### src/rtl/pool_relu_mc.sv
// pool_relu_mc: multi-channel 2x2 stride-2 max/average pooling with optional ReLU.
//   iClk       clock, all logic on the rising edge
//   iRsn       synchronous active-high reset
//   iMode      pooling mode (0 max, 1 average), latched on the first pixel of a frame
//   iInValid   one pixel (all channels) is presented this cycle
//   iPoolData  CH packed signed samples, channel g at [g*DATA_W +: DATA_W]
//   oOutValid  one pooled pixel on oOutData
//   oOutData   CH packed pooled results
//   oFrameDone one-cycle pulse after the last pixel of a frame is accepted
// Build option: define POOL_RELU_EN to clamp negative pooled results to zero.
module pool_relu_mc #(
   parameter int DATA_W = 32,
   parameter int IMG_W  = 26,
   parameter int IMG_H  = 26,
   parameter int CH     = 4
) (
   input  logic                 iClk,
   input  logic                 iRsn,
   input  logic                 iMode,
   input  logic                 iInValid,
   input  logic [CH*DATA_W-1:0] iPoolData,
   output logic                 oOutValid,
   output logic [CH*DATA_W-1:0] oOutData,
   output logic                 oFrameDone
);
   localparam int HW = IMG_W / 2;
   localparam int CW = $clog2(IMG_W);
   localparam int RW = $clog2(IMG_H);
   localparam int IW = HW > 1 ? $clog2(HW) : 1;
   logic [CW-1:0]             r_col;
   logic [RW-1:0]             r_row;
   logic                      r_mode;
   logic [CH*DATA_W-1:0]      r_prev;
   logic signed [DATA_W:0]    r_buf [HW][CH];
   logic                      r_out_valid;
   logic [CH*DATA_W-1:0]      r_out_data;
   logic                      r_frame_done;
   logic [CH*(DATA_W+1)-1:0]  w_pair;
   logic [CH*DATA_W-1:0]      w_res;
   logic                      w_last_col;
   logic                      w_last_row;
   logic                      w_wr;
   logic [IW-1:0]             w_idx;
   assign w_last_col = r_col == CW'(IMG_W - 1);
   assign w_last_row = r_row == RW'(IMG_H - 1);
   // an odd-height frame's trailing top row has no partner row, so it is never stored
   assign w_wr  = r_col[0] && !r_row[0] && !w_last_row;
   assign w_idx = IW'(r_col >> 1);
   genvar g;
   for (g = 0; g < CH; g++) begin : g_ch
      logic signed [DATA_W-1:0] w_cur;
      logic signed [DATA_W-1:0] w_prv;
      logic signed [DATA_W-1:0] w_pmax;
      logic signed [DATA_W-1:0] w_sel;
      logic signed [DATA_W:0]   w_pm1;
      logic signed [DATA_W:0]   w_b;
      logic signed [DATA_W:0]   w_m;
      logic signed [DATA_W+1:0] w_sum;
      assign w_cur  = iPoolData[g*DATA_W +: DATA_W];
      assign w_prv  = r_prev[g*DATA_W +: DATA_W];
      assign w_pmax = w_cur > w_prv ? w_cur : w_prv;
      assign w_pm1  = {w_pmax[DATA_W-1], w_pmax};
      assign w_b    = r_buf[w_idx][g];
      assign w_pair[g*(DATA_W+1) +: DATA_W+1] = r_mode ? {w_cur[DATA_W-1], w_cur} + {w_prv[DATA_W-1], w_prv} : w_pm1;
      assign w_m    = w_b > w_pm1 ? w_b : w_pm1;
      // four-sample sum needs two guard bits; dropping the low two bits is a floor divide by 4
      assign w_sum  = {w_b[DATA_W], w_b} + {{2{w_cur[DATA_W-1]}}, w_cur} + {{2{w_prv[DATA_W-1]}}, w_prv};
      assign w_sel  = r_mode ? w_sum[DATA_W+1:2] : w_m[DATA_W-1:0];
`ifdef POOL_RELU_EN
      assign w_res[g*DATA_W +: DATA_W] = w_sel[DATA_W-1] ? '0 : w_sel;
`else
      assign w_res[g*DATA_W +: DATA_W] = w_sel;
`endif
   end
   always_ff @(posedge iClk) begin
      if (iRsn) begin
         r_col        <= '0;
         r_row        <= '0;
         r_mode       <= 1'b0;
         r_prev       <= '0;
         r_out_valid  <= 1'b0;
         r_out_data   <= '0;
         r_frame_done <= 1'b0;
         for (int i = 0; i < HW; i++)
            for (int j = 0; j < CH; j++)
               r_buf[i][j] <= '0;
      end else begin
         r_out_valid  <= 1'b0;
         r_frame_done <= 1'b0;
         if (iInValid) begin
            if (r_col == '0 && r_row == '0) r_mode <= iMode;
            r_col <= w_last_col ? '0 : r_col + 1'b1;
            if (w_last_col) r_row <= w_last_row ? '0 : r_row + 1'b1;
            if (!r_col[0]) r_prev <= iPoolData;
            if (w_wr)
               for (int j = 0; j < CH; j++)
                  r_buf[w_idx][j] <= w_pair[j*(DATA_W+1) +: DATA_W+1];
            if (r_col[0] && r_row[0]) begin
               r_out_valid <= 1'b1;
               r_out_data  <= w_res;
            end
            r_frame_done <= w_last_col && w_last_row;
         end
      end
   end
   assign oOutValid  = r_out_valid;
   assign oOutData   = r_out_data;
   assign oFrameDone = r_frame_done;
endmodule

### config.mk
export PLATFORM = sky130hd
export DESIGN_NAME = pool_relu_mc
export DESIGN_NICKNAME = d
export VERILOG_FILES = /design/src/rtl/pool_relu_mc.sv
export SDC_FILE = /design/constraint.sdc
export NUM_CORES = 2
export LEC_CHECK = 0
export ABC_AREA = 1
export BUFFER_PORTS_ARGS = -buffer_cell sky130_fd_sc_hd__buf_2
export CORE_AREA = 3 3 446 537
export CTS_BUF_LIST = sky130_fd_sc_hd__clkbuf_16
export DETAILED_ROUTE_END_ITERATION = 8
export DIE_AREA = 0 0 449 540
export MAX_ROUTING_LAYER = met4
export PLACE_DENSITY_LB_ADDON = 0.15
export SLEW_MARGIN = 30
export SYNTH_ARGS = -nofsm -noshare
export SYNTH_HDL_FRONTEND = slang
export SYNTH_SLANG_ARGS = --single-unit
### constraint.sdc
create_clock -name iClk -period 14.6 [get_ports iClk]
set_input_delay 2.92 -clock iClk [delete_from_list [all_inputs] [get_ports iClk]]
set_output_delay 2.92 -clock iClk [all_outputs]
set_load 0.02 [all_outputs]
==> impl_metrics.csv <==
group,metric,value,unit
clock_tree,path_clk_slew,0.06,ns
die,die_h,540,µm
synth,yosysWarnings,0,
power_and_ir_drop,p_leak,55.2,nW
synth,synth_area_leaders,"edfxtp_1 (49%), nor2_1 (9.6%), o21ai_0 (6.7%)",
clock_tree,cts_setup_buffers,0,
layout,instances_no_fill,17200,
power_and_ir_drop,seq_power_share,41.6,%
worst_setup_path,r2r_slack,6.65,ns
sta,slew_viol_final,0,
clock_tree,clk_latency,0.93,ns
clock_tree,cts_buffers,246,
power_and_ir_drop,power-per-cell-area,134,mW/mm²
synth,avgSynthCellArea,9.19,µm²
clock_tree,htree_levels,4,
layout,final_net_count,14600,
min_path,min_path_type,"flop to flop",
drt,via_count,110000,
synth,synth_edf_count,2112,
synth,synthesis.nets,14800,
die,dieWidth,449,µm
sta,fin_crit_sh,59.8,%
sta,rsz0062_at_grt,"no",
clock_tree,cts_sinks,2385,
die,dieArea,0.242,mm²
sta,fmax,0.115,GHz
drt,drtIter0Drc,16300,
layout,drive_gt1_share,7.65,%
die,core,0.235,mm²
power_and_ir_drop,ir_drop,0.126,mV
synth,synth_cells,14000,
worst_setup_path,path_max_fanout,58,
layout,syn2layout_area_growth,8.90,%
die,initial_core_util,54.9,%
synth,yosysMostFrequentCell,"nor2_1",
worst_setup_path,critPathKind,"input pin to flop",
drt,drc,0,
synth,synth_top_area_share,49.2,%
drt,dr.pass1.iters,9,
drt,drt-total-wl,487000,µm
drt,viasPerCell,6.39,
power_and_ir_drop,pwr-share-clk,32.8,%
clock_tree,cts-root-buf,"clkbuf_16",
run_status,status,"finished, final reports clean",
global_routing,antenna_found_initial,36,
global_routing,grt_first_pass_wirelength,698000,µm
worst_setup_path,worstSetupStartpoint,"iPoolData[102]",
clock_tree,cts_hold_buf,0,
sta,period_minus_slack,8.73,ns
global_routing,grt.total_usage,40.0,%
synth,ys_seq_area_share,53.5,%
placement,dp_cells,16700,
synth,netlist_area,0.129,mm²
run,max_cap_viol_count,0,
sta,fin_worst_skew,0.114,ns
sta,tns,0,ns
drt,wire_per_inst,28.4,µm
global_routing,grt_pass1_vias,103000,
clock_tree,cts_tree,"done",
worst_setup_path,worstPathArrival,9.49,ns
worst_setup_path,critPathLaunchType,"input pin",
power_and_ir_drop,swShare,34.0,%
clock_tree,cts_buffer_depth,4,
sta,tightest_slew,1.22,ns
synth,synth_cell_types,69,
layout,nFillCells,20200,
worst_setup_path,cp-endpoint,"oOutData[108]$_SDFFE_PP0P_",
placement,hpwl,306000,µm
power_and_ir_drop,comb_power_share,25.6,%
synth,synth_seq_cells,2385,
global_routing,grt_overflow_total,0,
worst_setup_path,required,15.36,ns
placement,io_buffers,261,
placement,gp_congestion,1.00,
clock_tree,ctsResizeCount,0,
sta,finalSetupViolations,0,
synth,synth_ff_type,"edfxtp_1",
power_and_ir_drop,p_switching,6.38,mW
power_and_ir_drop,internal_power,12.4,mW
synth,synthArstFlopShare,0,%
die,rows,195,
worst_setup_path,end_kind,"flop",
drt,ant_nets,0,
synth,yosys.area.top_type,"edfxtp_1",
sta,relSlewSlack,18.8,%
synth,ys_top_cells_by_count,"nor2_1 (3310), edfxtp_1 (2112), o21ai_0 (1720)",
sta,finalHoldViolations,0,
worst_setup_path,ff2ff_path_depth,22,
die,ios,262,
worst_setup_path,worstReg2RegEnd,"oOutData[61]$_SDFFE_PP0P_",
global_routing,grt_max_degree,217,
-- metrics by stage --
stage | cell area, µm² | utilization [%] | setup WS (ns) | total power [mW] | hold WS (ns)
floorplan | 129000 | - | 1.38 | 10.9 | 0.483
global placement | 132000 | 56.2 | 5.10 | 12.5 | 0.456
detailed placement | 132000 | 56.3 | 5.22 | 12.5 | 0.465
CTS | 140000 | 59.6 | 6.13 | 18.6 | 0.473
global route | 140000 | 59.8 | 5.48 | 19.4 | 0.515
finish | 140000 | 59.8 | 5.87 | 18.7 | 0.472
-- power groups by stage --
stage | logic [mW] | registers [mW] | clock network [mW]
after floorplan | 3.01 | 7.91 | 0
after global routing | 5.18 | 7.80 | 6.41
after CTS | 4.62 | 7.78 | 6.16
after detailed placement | 4.59 | 7.92 | 0
after global placement | 4.53 | 7.92 | 0
final | 4.80 | 7.78 | 6.15
-- critical path: stages --
cell and delay (ns):
buf_2 0.15, ha_1 0.53, nand2_1 0.14, nor3_2 0.28
nand2_1 0.10, o211ai_1 0.15, nand2_1 0.09, nand2_1 0.10
nand2_1 0.12, nand3_2 0.22, nand3_4 0.64, o21ai_1 0.96
ha_1 0.28, a21oi_1 0.06, o21ai_0 0.40, a21oi_1 0.08
o21ai_0 0.27, nand2_1 0.08, nand3_1 0.10, or2_2 0.11
nand2_1 0.23, inv_2 0.78, nand2_1 0.15, nand2_1 0.17
nand2_1 0.08, nor2_1 0.16, nor2_1 0.05
-- cell usage in the layout (no fill, tap or decap), types with 18 or more instances in the layout --
cell type	instances
nor2_1	3307
edfxtp_1	2112
o21ai_0	1714
nand2_1	1281
inv_1	998
a21oi_1	771
ha_1	518
nand3_1	444
o22ai_1	331
dfxtp_1	268
buf_2	261
clkbuf_16	249
o221ai_1	216
buf_4	160
fa_1	136
nand4_1	108
o211ai_1	101
o21a_1	82
xor2_1	74
o21bai_1	67
o21ai_2	65
nor3_1	58
clkinv_1	57
o21ai_1	45
nor4_1	42
clkinv_2	41
or2_2	33
diode_2	32
xnor2_1	30
nor2_2	28
o21ai_4	24
inv_2	23
nand2_4	23
bufinv_16	19
and2_1	18
-- kinds of logic after synthesis --
group / count (synthesis) / synth area share (%)
buffers and inverters: 1913 / 5.97
adders and majority gates: 654 / 7.15
AOI/OAI and AO/OA: 3557 / 15.8
muxes: 3 / 0.0233
xor gates and xnor gates: 104 / 0.707
DFF: 2385 / 53.5
and+or+nand+nor: 5404 / 16.9
-- area by class of cell --
class | count | area [µm²] | share of cell area [%]
Sequential cell | 2385 | 68900 | 49.1
Inverter | 967 | 3680 | 2.62
Antenna cell | 32 | 80.1 | 0.0571
Clock inverter | 195 | 1410 | 1.01
Multi-Input combinational cell | 9722 | 53000 | 37.8
Timing Repair Buffer | 450 | 3010 | 2.14
Tap cell | 3152 | 3940 | 2.81
Clock buffer | 249 | 6230 | 4.44
-- how the worst min path moves through the flow --
stage / start / endpoint / slack, ns / cells after the start
2_1_floorplan: r_row[4]$_SDFFE_PP0P_ / oFrameDone$_SDFF_PP0_ / 0.48 / 2
3_3_place_gp: oOutData[64]$_SDFFE_PP0P_ / oOutData[64]$_SDFFE_PP0P_ / 0.46 / 2
3_5_place_dp: oOutData[64]$_SDFFE_PP0P_ / oOutData[64]$_SDFFE_PP0P_ / 0.46 / 2
4_1_cts: oOutData[64]$_SDFFE_PP0P_ / oOutData[64]$_SDFFE_PP0P_ / 0.47 / 2
5_1_grt: oOutData[32]$_SDFFE_PP0P_ / oOutData[32]$_SDFFE_PP0P_ / 0.52 / 2
6_report: oOutData[64]$_SDFFE_PP0P_ / oOutData[64]$_SDFFE_PP0P_ / 0.47 / 2
-- registers in the layout, indices dropped and copies added, names as in the netlist, named ones only --
signal      cells
r_row           5
r_mode          1
r_prev        128
r_buf        2112
oFrameDone      1
oOutData      128
r_col           5
oOutValid       1
-- per-layer routing --
metal | wire length (µm) | global-route usage [%] | up-vias
met5 | 0 | - | -
met4 | 12400 | 10.3 | 0
met3 | 71600 | 11.7 | 878
met2 | 205000 | 55.9 | 7205
met1 | 198000 | 57.0 | 53400
li1 | - | - | 48100
Note: power is estimated with default switching activity, not from simulation.
